[src/rtl/hdp_pkg.sv]
// Shared types and constants for the HDP-1280-2 register sequencer.
// HDP_INIT_SEQ_EN adds the power-up init states and table.
package hdp_pkg;

    localparam logic HDP_RD = 1'b1;
    localparam logic HDP_WR = 1'b0;

    localparam int HDP_INIT_MAX = 8;

    typedef enum logic [2:0] {
        ST_IDLE,
        ST_ISSUE,
        ST_WAIT_DONE,
        ST_GAP,
        ST_RESPOND
`ifdef HDP_INIT_SEQ_EN
        ,
        ST_INIT_ISSUE,
        ST_INIT_WAIT,
        ST_INIT_GAP
`endif
    } hdp_state_e;

`ifdef HDP_INIT_SEQ_EN
    typedef struct packed {
        logic [6:0] addr;
        logic [7:0] data;
    } hdp_init_t;

    localparam hdp_init_t HDP_INIT_TABLE [HDP_INIT_MAX] = '{
        '{7'h01, 8'h80},
        '{7'h02, 8'h00},
        '{7'h03, 8'h1F},
        '{7'h10, 8'hC4},
        '{7'h11, 8'h07},
        '{7'h20, 8'h55},
        '{7'h21, 8'hAA},
        '{7'h7F, 8'h01}
    };
`endif

endpackage

[src/rtl/hdp_seq_timer.sv]
// Loadable 16-bit down-counter saturating at zero.
// Shared by the transfer timeout and post-transfer gap phases.
module hdp_seq_timer (
    input  logic        i_clock,
    input  logic        i_reset_n,
    input  logic        i_load,
    input  logic        i_en,
    input  logic [15:0] i_load_val,
    output logic        o_zero
);

    logic [15:0] r_count;

    always_ff @(posedge i_clock) begin
        if (!i_reset_n) begin
            r_count <= 16'd0;
        end else if (i_load) begin
            r_count <= i_load_val;
        end else if (i_en && (r_count != 16'd0)) begin
            r_count <= r_count - 16'd1;
        end
    end

    assign o_zero = (r_count == 16'd0);

endmodule

[src/rtl/hdp_reg_sequencer.sv]
// Register-access sequencer in front of the HDP-1280-2 SPI master.
// Define HDP_INIT_SEQ_EN to replay the power-up table before host commands.
module hdp_reg_sequencer
    import hdp_pkg::*;
#(
    parameter int ADDR_WIDTH     = 7,
    parameter int DATA_WIDTH     = 8,
    parameter int TIMEOUT_CYCLES = 20000,
    parameter int GAP_CYCLES     = 1500,
    parameter int INIT_DEPTH     = 8
) (
    input  logic                  i_clock,
    input  logic                  i_reset_n,
    input  logic                  i_cmd_valid,
    output logic                  o_cmd_ready,
    input  logic                  i_cmd_rw,
    input  logic [ADDR_WIDTH-1:0] i_cmd_addr,
    input  logic [DATA_WIDTH-1:0] i_cmd_data,
    output logic                  o_rsp_valid,
    input  logic                  i_rsp_ready,
    output logic [DATA_WIDTH-1:0] o_rsp_data,
    output logic                  o_rsp_timeout,
    output logic                  o_spi_enable,
    output logic                  o_spi_start,
    output logic [7:0]            o_spi_tx_upper,
    output logic [7:0]            o_spi_tx_lower,
    input  logic [7:0]            i_spi_rx_lower,
    input  logic                  i_spi_complete,
    output logic                  o_init_done
);

    if (ADDR_WIDTH + 1 != 8 || DATA_WIDTH != 8 || GAP_CYCLES < 1 ||
        TIMEOUT_CYCLES < 1 || TIMEOUT_CYCLES > 65536 ||
        INIT_DEPTH < 1 || INIT_DEPTH > HDP_INIT_MAX) begin : g_bad_cfg
        $error("hdp_reg_sequencer: unsupported parameter set");
    end

    localparam logic [15:0] LD_TMO = 16'(TIMEOUT_CYCLES - 1);
    localparam logic [15:0] LD_GAP = 16'(GAP_CYCLES - 1);

    hdp_state_e            r_state;
    logic                  r_rw;
    logic                  r_timeout;
    logic                  r_cmd_ready;
    logic                  r_rsp_valid;
    logic [DATA_WIDTH-1:0] r_rsp_data;
    logic                  r_rsp_timeout;
    logic                  r_spi_enable;
    logic                  r_spi_start;
    logic [7:0]            r_tx_upper;
    logic [7:0]            r_tx_lower;
    logic                  r_init_done;
`ifdef HDP_INIT_SEQ_EN
    logic [2:0]            r_init_idx;
`endif

    logic        w_zero;
    logic        w_issue;
    logic        w_wait;
    logic        w_gap;
    logic        w_load;
    logic        w_en;
    logic [15:0] w_load_val;

    // Timer reloads on leaving ISSUE (timeout) and on leaving WAIT (gap).
    always_comb begin
        w_issue = (r_state == ST_ISSUE);
        w_wait  = (r_state == ST_WAIT_DONE);
        w_gap   = (r_state == ST_GAP);
`ifdef HDP_INIT_SEQ_EN
        w_issue = w_issue || ((r_state == ST_INIT_ISSUE) && r_spi_start);
        w_wait  = w_wait || (r_state == ST_INIT_WAIT);
        w_gap   = w_gap || (r_state == ST_INIT_GAP);
`endif
        w_load     = w_issue || (w_wait && (i_spi_complete || w_zero));
        w_load_val = w_issue ? LD_TMO : LD_GAP;
        w_en       = w_wait || w_gap;
    end

    hdp_seq_timer u_timer (
        .i_clock    (i_clock),
        .i_reset_n  (i_reset_n),
        .i_load     (w_load),
        .i_en       (w_en),
        .i_load_val (w_load_val),
        .o_zero     (w_zero)
    );

    always_ff @(posedge i_clock) begin
        if (!i_reset_n) begin
`ifdef HDP_INIT_SEQ_EN
            r_state    <= ST_INIT_ISSUE;
            r_init_idx <= 3'd0;
`else
            r_state    <= ST_IDLE;
`endif
            r_rw          <= 1'b0;
            r_timeout     <= 1'b0;
            r_cmd_ready   <= 1'b0;
            r_rsp_valid   <= 1'b0;
            r_rsp_data    <= '0;
            r_rsp_timeout <= 1'b0;
            r_spi_enable  <= 1'b0;
            r_spi_start   <= 1'b0;
            r_tx_upper    <= 8'h00;
            r_tx_lower    <= 8'h00;
            r_init_done   <= 1'b0;
        end else begin
            r_spi_enable <= 1'b1;
            r_spi_start  <= 1'b0;
`ifndef HDP_INIT_SEQ_EN
            r_init_done  <= 1'b1;
`endif
            unique case (r_state)
                ST_IDLE: begin
                    if (r_cmd_ready && i_cmd_valid) begin
                        r_cmd_ready <= 1'b0;
                        r_rw        <= i_cmd_rw;
                        r_tx_upper  <= 8'({i_cmd_rw, i_cmd_addr});
                        r_tx_lower  <= (i_cmd_rw == HDP_WR) ?
                                       8'(i_cmd_data) : 8'h00;
                        r_spi_start <= 1'b1;
                        r_state     <= ST_ISSUE;
                    end else begin
                        r_cmd_ready <= 1'b1;
                    end
                end
                ST_ISSUE: begin
                    r_state <= ST_WAIT_DONE;
                end
                // Completion wins over a simultaneous counter expiry.
                ST_WAIT_DONE: begin
                    if (i_spi_complete) begin
                        r_timeout <= 1'b0;
                        r_state   <= ST_GAP;
                    end else if (w_zero) begin
                        r_timeout <= 1'b1;
                        r_state   <= ST_GAP;
                    end
                end
                ST_GAP: begin
                    if (w_zero) begin
                        r_rsp_data    <= (r_rw == HDP_RD && !r_timeout) ?
                                         DATA_WIDTH'(i_spi_rx_lower) : '0;
                        r_rsp_timeout <= r_timeout;
                        r_rsp_valid   <= 1'b1;
                        r_state       <= ST_RESPOND;
                    end
                end
                ST_RESPOND: begin
                    if (i_rsp_ready) begin
                        r_rsp_valid <= 1'b0;
                        r_cmd_ready <= 1'b1;
                        r_state     <= ST_IDLE;
                    end
                end
`ifdef HDP_INIT_SEQ_EN
                // First cycle loads the frame, second carries the start pulse.
                ST_INIT_ISSUE: begin
                    if (!r_spi_start) begin
                        r_tx_upper  <= {HDP_WR, HDP_INIT_TABLE[r_init_idx].addr};
                        r_tx_lower  <= HDP_INIT_TABLE[r_init_idx].data;
                        r_spi_start <= 1'b1;
                    end else begin
                        r_state <= ST_INIT_WAIT;
                    end
                end
                ST_INIT_WAIT: begin
                    if (i_spi_complete || w_zero) begin
                        r_state <= ST_INIT_GAP;
                    end
                end
                ST_INIT_GAP: begin
                    if (w_zero) begin
                        if (r_init_idx == 3'(INIT_DEPTH - 1)) begin
                            r_init_done <= 1'b1;
                            r_state     <= ST_IDLE;
                        end else begin
                            r_init_idx <= r_init_idx + 3'd1;
                            r_state    <= ST_INIT_ISSUE;
                        end
                    end
                end
`endif
                default: begin
                    r_state <= ST_IDLE;
                end
            endcase
        end
    end

    assign o_cmd_ready    = r_cmd_ready;
    assign o_rsp_valid    = r_rsp_valid;
    assign o_rsp_data     = r_rsp_data;
    assign o_rsp_timeout  = r_rsp_timeout;
    assign o_spi_enable   = r_spi_enable;
    assign o_spi_start    = r_spi_start;
    assign o_spi_tx_upper = r_tx_upper;
    assign o_spi_tx_lower = r_tx_lower;
    assign o_init_done    = r_init_done;

endmodule

[config.mk]
export PLATFORM = sky130hd
export DESIGN_NAME = hdp_reg_sequencer
export DESIGN_NICKNAME = d
export VERILOG_FILES = /design/src/rtl/hdp_pkg.sv /design/src/rtl/hdp_seq_timer.sv /design/src/rtl/hdp_reg_sequencer.sv
export SDC_FILE = /design/constraint.sdc
export NUM_CORES = 1
export LEC_CHECK = 0
export ABC_AREA = 0
export BUFFER_PORTS_ARGS = -buffer_cell sky130_fd_sc_hd__buf_2
export CORE_UTILIZATION = 30
export CTS_BUF_LIST = sky130_fd_sc_hd__clkbuf_4 sky130_fd_sc_hd__clkbuf_8
export DETAILED_ROUTE_END_ITERATION = 10
export GPL_ROUTABILITY_DRIVEN = 1
export GPL_TIMING_DRIVEN = 0
export PLACE_DENSITY = 0.5
export SETUP_SLACK_MARGIN = 0.4
export SLEW_MARGIN = 20
export SYNTH_ARGS = -nofsm -noshare
export SYNTH_HDL_FRONTEND = slang
export SYNTH_SLANG_ARGS = --single-unit
export TNS_END_PERCENT = 5
[constraint.sdc]
create_clock -name i_clock -period 1.7 [get_ports i_clock]
set_input_delay 0.34 -clock i_clock [delete_from_list [all_inputs] [get_ports i_clock]]
set_output_delay 0.34 -clock i_clock [all_outputs]
set_load 0.1 [all_outputs]
# Word-level counts from Yosys, hierarchy flattened
# Cells that the tools add are included.
# totals
reg_bits	50
# classes
n_eq_ne	8
reduce_logical	22
n_mux	20
addsub	1
# op_table
op	n
16-bit 2-to-1 mux	2
16-bit zero test	1
8-bit 2-to-1 mux	2
16-bit nonzero test	1
16-bit by 1-bit subtractor with 16-bit output (second input constant)	1
15-bit 2-to-1 mux	1
3-bit 2-to-1 mux	5
3-bit one-hot mux with 5 select lines	1
2-bit AND reduction	5
2-bit nonzero test	4
1-bit 2-to-1 mux	7
3-bit by 2-bit equality test with 1-bit output (second input constant)	2
2-bit inequality test (second input constant)	3
1-bit logical AND	4
1-bit one-hot mux with 2 select lines	2
4-bit AND reduction	1
3-bit by 1-bit equality test with 1-bit output (second input constant)	1
3-bit equality test (second input constant)	1
3-bit zero test	1
1-bit logical OR	3
3-bit inequality test (second input constant)	1
3-bit AND reduction	1
1-bit zero test	1

# Depth between registers and ports, before layout
# Gate-level depths: netlist of the first run.
# logic_depth
depth_word	5
depth_mapped	8
depth_no_buf	7

# Modules after synthesis
# A second synthesis of the first run with hierarchy kept.
# unflattened
hier_cells	272
hier_area_um2	2314.7
# by_module_without_submodules
mod	seq_area_each_um2	n_inst	cells_each	area_per_inst_um2
hdp_reg_sequencer	660.6	1	158	1392.6
hdp_seq_timer	320.3	1	114	922.1

# Least setup slack after synthesis of the first run
# No wires, ideal clock.
# synth_path
kind	reg-to-reg
startpoint	reg r_cmd_ready (netlist: o_cmd_ready)
endpoint	reg r_tx_lower[0] (netlist: o_spi_tx_lower[0])
n_path_buf	2
stages_incl_launch_ff	7
synth_period_minus_slack_ns	2.122
t_arrival_ns	1.997
slack_ns	-0.422
setup_time_ns	0.125
cell_sequence	dfxtp_1 > nand3_1 > or2_2 > clkbuf_1 > clkbuf_1 > nand2_1 > a21boi_0
# synth_via
elab_chain_len	2
# synth_lines
item	line_no	source
from (decl)	hdp_reg_sequencer.sv:44	logic r_cmd_ready;
from (signal assigned)	hdp_reg_sequencer.sv:99	r_cmd_ready <= 1'b0;
from (signal assigned)	hdp_reg_sequencer.sv:117	r_cmd_ready <= 1'b0;
from (signal assigned)	hdp_reg_sequencer.sv:125	r_cmd_ready <= 1'b1;
1-bit logical AND	hdp_reg_sequencer.sv:116	if (r_cmd_ready && i_cmd_valid) begin
2-bit AND reduction (no source line)	--	
to (signal assigned)	hdp_reg_sequencer.sv:120	r_tx_lower <= (i_cmd_rw == HDP_WR) ?
to (decl)	hdp_reg_sequencer.sv:51	logic [7:0] r_tx_lower;
# No other way between the ends.
# A chain may end at the register's enable or synchronous reset.

# Worst setup path in the final report of the first run
# layout_path
startpoint	reg u_timer.r_count[6]
endpoint	reg u_timer.r_count[13]
# layout_via
elab_chain_len	5
elab_cells_between_ends	10
cone_classes	1 x add/sub; 2 x mux; 7 x reduce/logical
# layout_lines
item	line_no	source
from (decl)	hdp_seq_timer.sv:12	logic [15:0] r_count;
from (signal assigned)	hdp_seq_timer.sv:18	r_count <= i_load_val;
from (signal assigned)	hdp_seq_timer.sv:20	r_count <= r_count - 16'd1;
branches (longest 5 deep; another with 16-bit by 1-bit subtractor with 16-bit output)	--	
# Parallel ways; which one is timed is not known. The select of a mux whose other input is x is not followed.

==> results_dict.tcl, run 1 <==
set metrics [dict create \
    outcome "finished, violations left" \
    violations "negative setup slack" \
    synthesis.area_sq_um 2310 \
    clk_path_buf_depth 2 \
    yosysSeqAreaShare_pct 42.4 \
    grt_pass1_vias 2249 \
    fill_cells 745 \
    drc 0 \
    cpPeakStageDelay_ns 0.56 \
    cts_buffers 5 \
    synth_cell_types 46 \
    vias 2246 \
    boundaryPins 59 \
    fin_cells 454 \
    cts_root_buf "clkbuf_8" \
    dr.pass1.iters 4 \
    path_cells "or4_4 -> nor3_4 -> nand2_2 -> or4_4 -> a21oi_2" \
    rsz0062_at_grt "yes" \
    grt_pass1_wl_mm 10.8 \
    synth_area_per_cell_sq_um 8.35 \
    layout.nets 385 \
    critPathSlowestCell "or4_4" \
    drive_gt1_share_pct 40.6 \
    maxCapViolCount 0 \
    synth_nets 308 \
    endpoint "u_timer.r_count[13]" \
    area_growth_syn_to_layout_pct 48.6 \
    max_freq_ghz 0.533 \
    first_iter_violations 105 \
    finClkSkew_ns 0.0108 \
    period_share_pct 110 \
    tightest_slew_ns 0.553 \
    regArea_sq_um 1010 \
    worstSkewPairLatency_ns 0.31 \
    setup_viol 20 \
    dpl.cell_count 434 \
    fin_ws_ns -0.177 \
    ir_drop_mv 0.483 \
    drt-total-wl_mm 6.40 \
    synth-edff-count 0 \
    post_drt_wl_per_cell_um 14.1 \
    slew_headroom_pct 63.1 \
    core_sq_um 7370 \
    finalMaxSlewViolations 0 \
    critPathMaxFanout 7 \
    r2r_end "u_timer.r_count[13]" \
    routabilityCongestion 0.822 \
    r2r_start "u_timer.r_count[6]" \
    vias_per_cell 4.95 \
    cts_tree "built" \
    clk_pin_slew_ns 0.10 \
    dp_hpwl_mm 4.37 \
    rrSetupSlack_ns -0.18 \
    min_from "i_reset_n" \
    netlist_instances 277 \
    required_ns 1.95 \
    p_leak_uw 0.00131 \
    ff2ff_path_depth 5 \
    ant_nets 0 \
    num_rows 31 \
    critPathLaunch "u_timer.r_count[6]" \
    die_area_sq_um 8070 \
    cts-htree-levels 2 \
    min_period_ns 1.88 \
    grt_usage_pct 16.7 \
    start_util_pct 31.4 \
    critPathCaptureType "flip-flop" \
    hold_buffers 0 \
    fin_tns_setup_ns -1.35 \
    die_h_um 89.8 \
    grt_start_max_net_pins 17 \
    die_width_um 89.8 \
    port_buffers 58 \
    gr-total-overflow 0 \
    multi_input_area_sq_um 1410 \
    arrival_ns 2.13 \
    num_antenna_cells 0 \
    fin_util_pct 46.7 \
    postSynth.asyncResetShare_pct 0 \
    power_density_nw_per_um2 1360 \
    hold_violations 0 \
    critPathKind "reg -> reg" \
    design_area_sq_um 3440 \
    hold_path.class "in -> reg" \
    start_kind "flip-flop" \
    crit_top_cell "or4_4" \
    grt_antenna_before_repair 0 \
    yosys_most_used_dff "dfxtp_1" \
    cts_sinks 49 \
    synth_seq_cells 49 \
    ys_warn_count 0 \
    place_area_sq_um 2790 \
]
## repair_timing
action                                  in CTS  in global routing
endpoints found under the setup margin      78                 67
buffers inserted                            12                  0
resized for setup                          103                 41
pin swaps                                   35                 11
## cell families after synthesis
logic type               share of synthesized area, %
flip-flops                                       42.4
AO/OA/AOI/OAI                                    20.3
AND/OR/NAND/NOR                                  30.0
buffers and inverters                            4.33
adder cells (fa/ha/maj)                          1.08
XOR/XNOR                                         1.89
## how the worst min path moves through the flow
stage	end	slack, ns	depth (start not counted)
2_1_floorplan	o_init_done	0.37	0
3_3_place_gp	o_rsp_data[5]	0.43	2
3_5_place_dp	o_rsp_data[6]	0.44	2
4_1_cts	o_init_done	0.20	1
5_1_grt	o_init_done	0.20	1
6_report	o_init_done	0.20	1
## cell usage in the layout (no fill, tap or decap), types with 4 or more instances in the layout
cell      instances
a21boi_0         10
a21boi_1         18
a21oi_1          10
buf_2            29
buf_4            10
buf_6            31
clkbuf_1          6
clkbuf_8          9
dfxtp_1          38
dfxtp_2           6
dfxtp_4           5
nand2_1          39
nand2_2           9
nand2b_1          4
nand3_1          13
nand3b_1          9
nand4_1           7
nor2_1            9
nor2b_1           4
nor3_1            5
o21a_1            5
xnor2_1           4
## registers in the layout, summed over array words and instances, names as in the netlist
name and count:
r_rw 1, o_rsp_data 8, o_rsp_timeout 1, o_spi_start 1, o_cmd_ready 1, u_timer.r_count 16
o_spi_tx_upper 7, r_timeout 1, o_init_done 1, o_rsp_valid 1, o_spi_tx_lower 8, r_state 3
## cell type report
| cell class | count | share of cell area [%] |
|---|---|---|
| clock inverters | 3 | 0.619 |
| flip-flops and latches | 49 | 29.3 |
| well taps | 99 | 3.60 |
| inverters | 4 | 0.509 |
| clock buffers | 5 | 2.00 |
| plain buffers | 19 | 5.06 |
| multi-input cells | 205 | 41.1 |
| repair buffers | 70 | 17.8 |
## cells in the mapped netlist, types with 3 or more instances
| cell type | instances | area (sq um) |
|---|---|---|
| nand4_1 | 7 | 43.8 |
| dfxtp_1 | 49 | 981 |
| a21oi_1 | 12 | 60.1 |
| nor2b_1 | 4 | 25.0 |
| a21boi_0 | 17 | 128 |
| buf_2 | 4 | 20.0 |
| clkbuf_1 | 12 | 45.0 |
| o21ai_1 | 4 | 20.0 |
| o21ai_0 | 5 | 25.0 |
| or4_1 | 3 | 22.5 |
| nand3_1 | 16 | 80.1 |
| nor3_1 | 5 | 25.0 |
| inv_1 | 4 | 15.0 |
| o31ai_1 | 3 | 22.5 |
| xnor2_1 | 4 | 35.0 |
| a21boi_1 | 11 | 82.6 |
| nand3b_1 | 9 | 67.6 |
| nand2b_1 | 4 | 25.0 |
| o21a_1 | 6 | 45.0 |
| nor3b_1 | 3 | 22.5 |
| nor4_1 | 3 | 18.8 |
| nand2_1 | 49 | 184 |
| nor2_1 | 13 | 48.8 |
## worst max-delay path, delay by kind of cell, from the launching register on
| family | cells | cell delay [ns] |
|---|---|---|
| AOI/OAI and AO/OA | 1 | 0.12 |
| and+or+nand+nor | 4 | 1.33 |
| DFF | 1 | 0.38 |
## report_power, final
part | internal (uW) | switching [uW] | total [uW]
Combinational | 1090 | 1360 | 2450
Sequential | 1320 | 192 | 1510
Clock | 293 | 417 | 710
## routing by layer
layer / routed length [um] / global-route usage (%)
met3: 203 / 3.38
met1: 3030 / 22.0
met5: 0 / 0
met2: 3030 / 26.5
met4: 133 / 6.83
## through the flow
| step | setup slack [ns] | total power [uW] | hold WS (ns) |
|---|---|---|---|
| final | -0.177 | 4660 | 0.203 |
| after global routing | -0.262 | 4970 | 0.201 |
| after CTS | -0.187 | 4530 | 0.197 |
| after detailed placement | -0.455 | 3210 | 0.440 |
| after global placement | -0.473 | 3220 | 0.434 |
| after floorplan | -0.0913 | 2810 | 0.368 |
Note: power is estimated with default switching activity, not from simulation.
==> run 2, diff against run 1 <==
- ABC_AREA: 0 -> 1
- ABC_CLOCK_PERIOD_IN_PS: default -> 1700
- CAP_MARGIN: default -> 5
==> run 2 against run 1 <==
Net effect:
- the run now ends clean
- clock power increased by 21%
- via count increased by 12%
- combinational power increased by 56%
- critical endpoint is now u_timer.r_count[5]
==> results_dict.tcl, run 2 <==
set metrics [dict create \
    gr-total-overflow 0 \
    cts-htree-levels 2 \
    critPathCaptureType "flip-flop" \
    synth_top_area_share_pct 39.8 \
    pre_cts_slack_ns -0.00737 \
    dpl.cell_count 523 \
    synthTopCellsByCount "nand2_1, nor2_1, dfxtp_1, inv_1, a21oi_1" \
    area_growth_syn_to_layout_pct 37.1 \
    power_density_nw_per_um2 1890 \
    finClkSkew_ns 0.00903 \
    path_delay_family "simple AND/OR/NAND/NOR gates" \
    synth_area_leaders "dfxtp_1, nand2_1, nor2_1" \
    first_iter_violations 66 \
    regArea_sq_um 1020 \
    path_buf_inv 2 \
    maxCapViolCount 0 \
    vias 2518 \
    ir_drop_mv 0.561 \
    drt-total-wl_mm 6.61 \
    routabilityCongestion 0.769 \
    outcome "completed" \
    min_period_ns 1.53 \
    arrival_ns 1.69 \
    clk_pin_slew_ns 0.09 \
    dp_hpwl_mm 4.64 \
    rsz0062_at_grt "yes" \
    core_sq_um 7850 \
    setup_viol 0 \
    period_share_pct 89.8 \
    yosysSeqAreaShare_pct 39.8 \
    synth_area_per_cell_sq_um 6.80 \
    finalMaxSlewViolations 0 \
    yosysTopAreaCell "dfxtp_1" \
    critPathSlowestCell "dfxtp_4" \
    vias_per_cell 4.55 \
    die_area_sq_um 8590 \
    final_common_cell "nand2_1" \
    required_ns 1.87 \
    post_drt_wl_per_cell_um 11.9 \
    cts_root_buf "clkbuf_8" \
    dr.pass1.iters 4 \
    critPathKind "reg -> reg" \
    netlist_instances 363 \
    ys_warn_count 0 \
    layout_common_cells "nand2_1, buf_2, nor2_1" \
    cts_tree "built" \
    fin_util_pct 43.1 \
    grt_pass1_vias 2401 \
    p_leak_uw 0.00161 \
    start_kind "flip-flop" \
    fill_cells 840 \
    cpPeakStageDelay_ns 0.36 \
    hold_ws_ns 0.152 \
    tightest_slew_ns 0.536 \
    cts_sinks 49 \
    boundaryPins 59 \
    synth_seq_cells 49 \
    cts_buffers 5 \
    drive_gt1_share_pct 36.4 \
    regMostFlops "u_timer.r_count" \
    die_h_um 92.7 \
    min_from "i_reset_n" \
    die_width_um 92.7 \
    start_util_pct 31.4 \
    port_buffers 58 \
    synth_cell_types 29 \
    num_antenna_cells 0 \
    largest_reg_flops 16 \
    layout.nets 481 \
    total_power_uw 6400 \
    hold_violations 0 \
    max_freq_ghz 0.655 \
    grt_antenna_before_repair 0 \
    yosys_most_used_dff "dfxtp_1" \
    path_cells "nor2_4 -> nand2_2 -> nor2_2 -> nand2_2 -> nand2_4 -> nand2_4 -> buf_8 -> clkbuf_16 -> nand4_1 -> a21oi_1" \
    hold_path.class "in -> reg" \
    grt_start_max_net_pins 17 \
    fin_ws_ns 0.174 \
    hold_buffers 0 \
    synthesis.area_sq_um 2470 \
    synth-edff-count 0 \
    critPathLaunch "u_timer.r_count[6]" \
    multi_input_area_sq_um 1380 \
    ant_nets 0 \
    yosysMostFrequentCell "nand2_1" \
    slew_headroom_pct 64.3 \
    critPathMaxFanout 9 \
    fin_cells 553 \
    grt_pass1_wl_mm 11.0 \
    drc 0 \
    r2r_start "u_timer.r_count[6]" \
    clk_path_buf_depth 2 \
    grt_usage_pct 15.9 \
    num_rows 32 \
    worstSkewPairLatency_ns 0.30 \
    synth_nets 394 \
    postSynth.asyncResetShare_pct 0 \
]
run 2: cell families after synthesis:
| kind of cell | count (synthesis) | synth area share (%) |
|---|---|---|
| xor+xnor | 7 | 2.48 |
| flops | 49 | 39.8 |
| fa+ha+maj | 2 | 1.01 |
| simple gates | 200 | 36.5 |
| compound gates | 48 | 9.99 |
| buf+inv | 57 | 10.3 |
run 2: through the flow:
step                      setup TNS [ns]  cell area [sq um]
after floorplan                        0               2510
after global placement                 0               2930
after detailed placement        -0.00737               2930
after CTS                              0               3270
after global routing                   0               3380
final                                  0               3380
run 2: layout make-up:
class	instances	area share (%)
inverters	44	5.10
repair buffers	79	14.0
well taps	102	3.77
clock inverters	3	1.29
flip-flops and latches	49	30.1
multi-input cells	258	40.8
clock buffers	5	2.03
plain buffers	13	2.85
run 2: what timing repair did:
action | in CTS | in global routing
pin swaps | 14 | 11
hold endpoints to repair | 0 | 0
gates resized for setup | 37 | 22
endpoints found under the setup margin | 75 | 77
gates cloned | 1 | 2
buffers inserted | 15 | 4
run 2: layer usage:
metal	track usage, %	share of wire, %	vias to the layer above
met5	0	0	-
met4	3.59	0.64	0
met3	3.37	4.6	5
li1	-	-	1320
met1	19.9	47	1139
met2	28.0	48	54
run 2: path summary, 6_finish.rpt:
path / end / slack (ns) / cells after the start
min reg2reg: o_spi_tx_lower[6] / 0.47 / 2
max reg2reg: u_timer.r_count[5] / 0.17 / 10
min: o_init_done / 0.15 / 1
max: u_timer.r_count[5] / 0.17 / 10
run 2: power breakdown:
group          internal [uW]  switching [uW]
clock network            442             416
registers               1440             266
logic                   1360            2470
total                   3250            3150
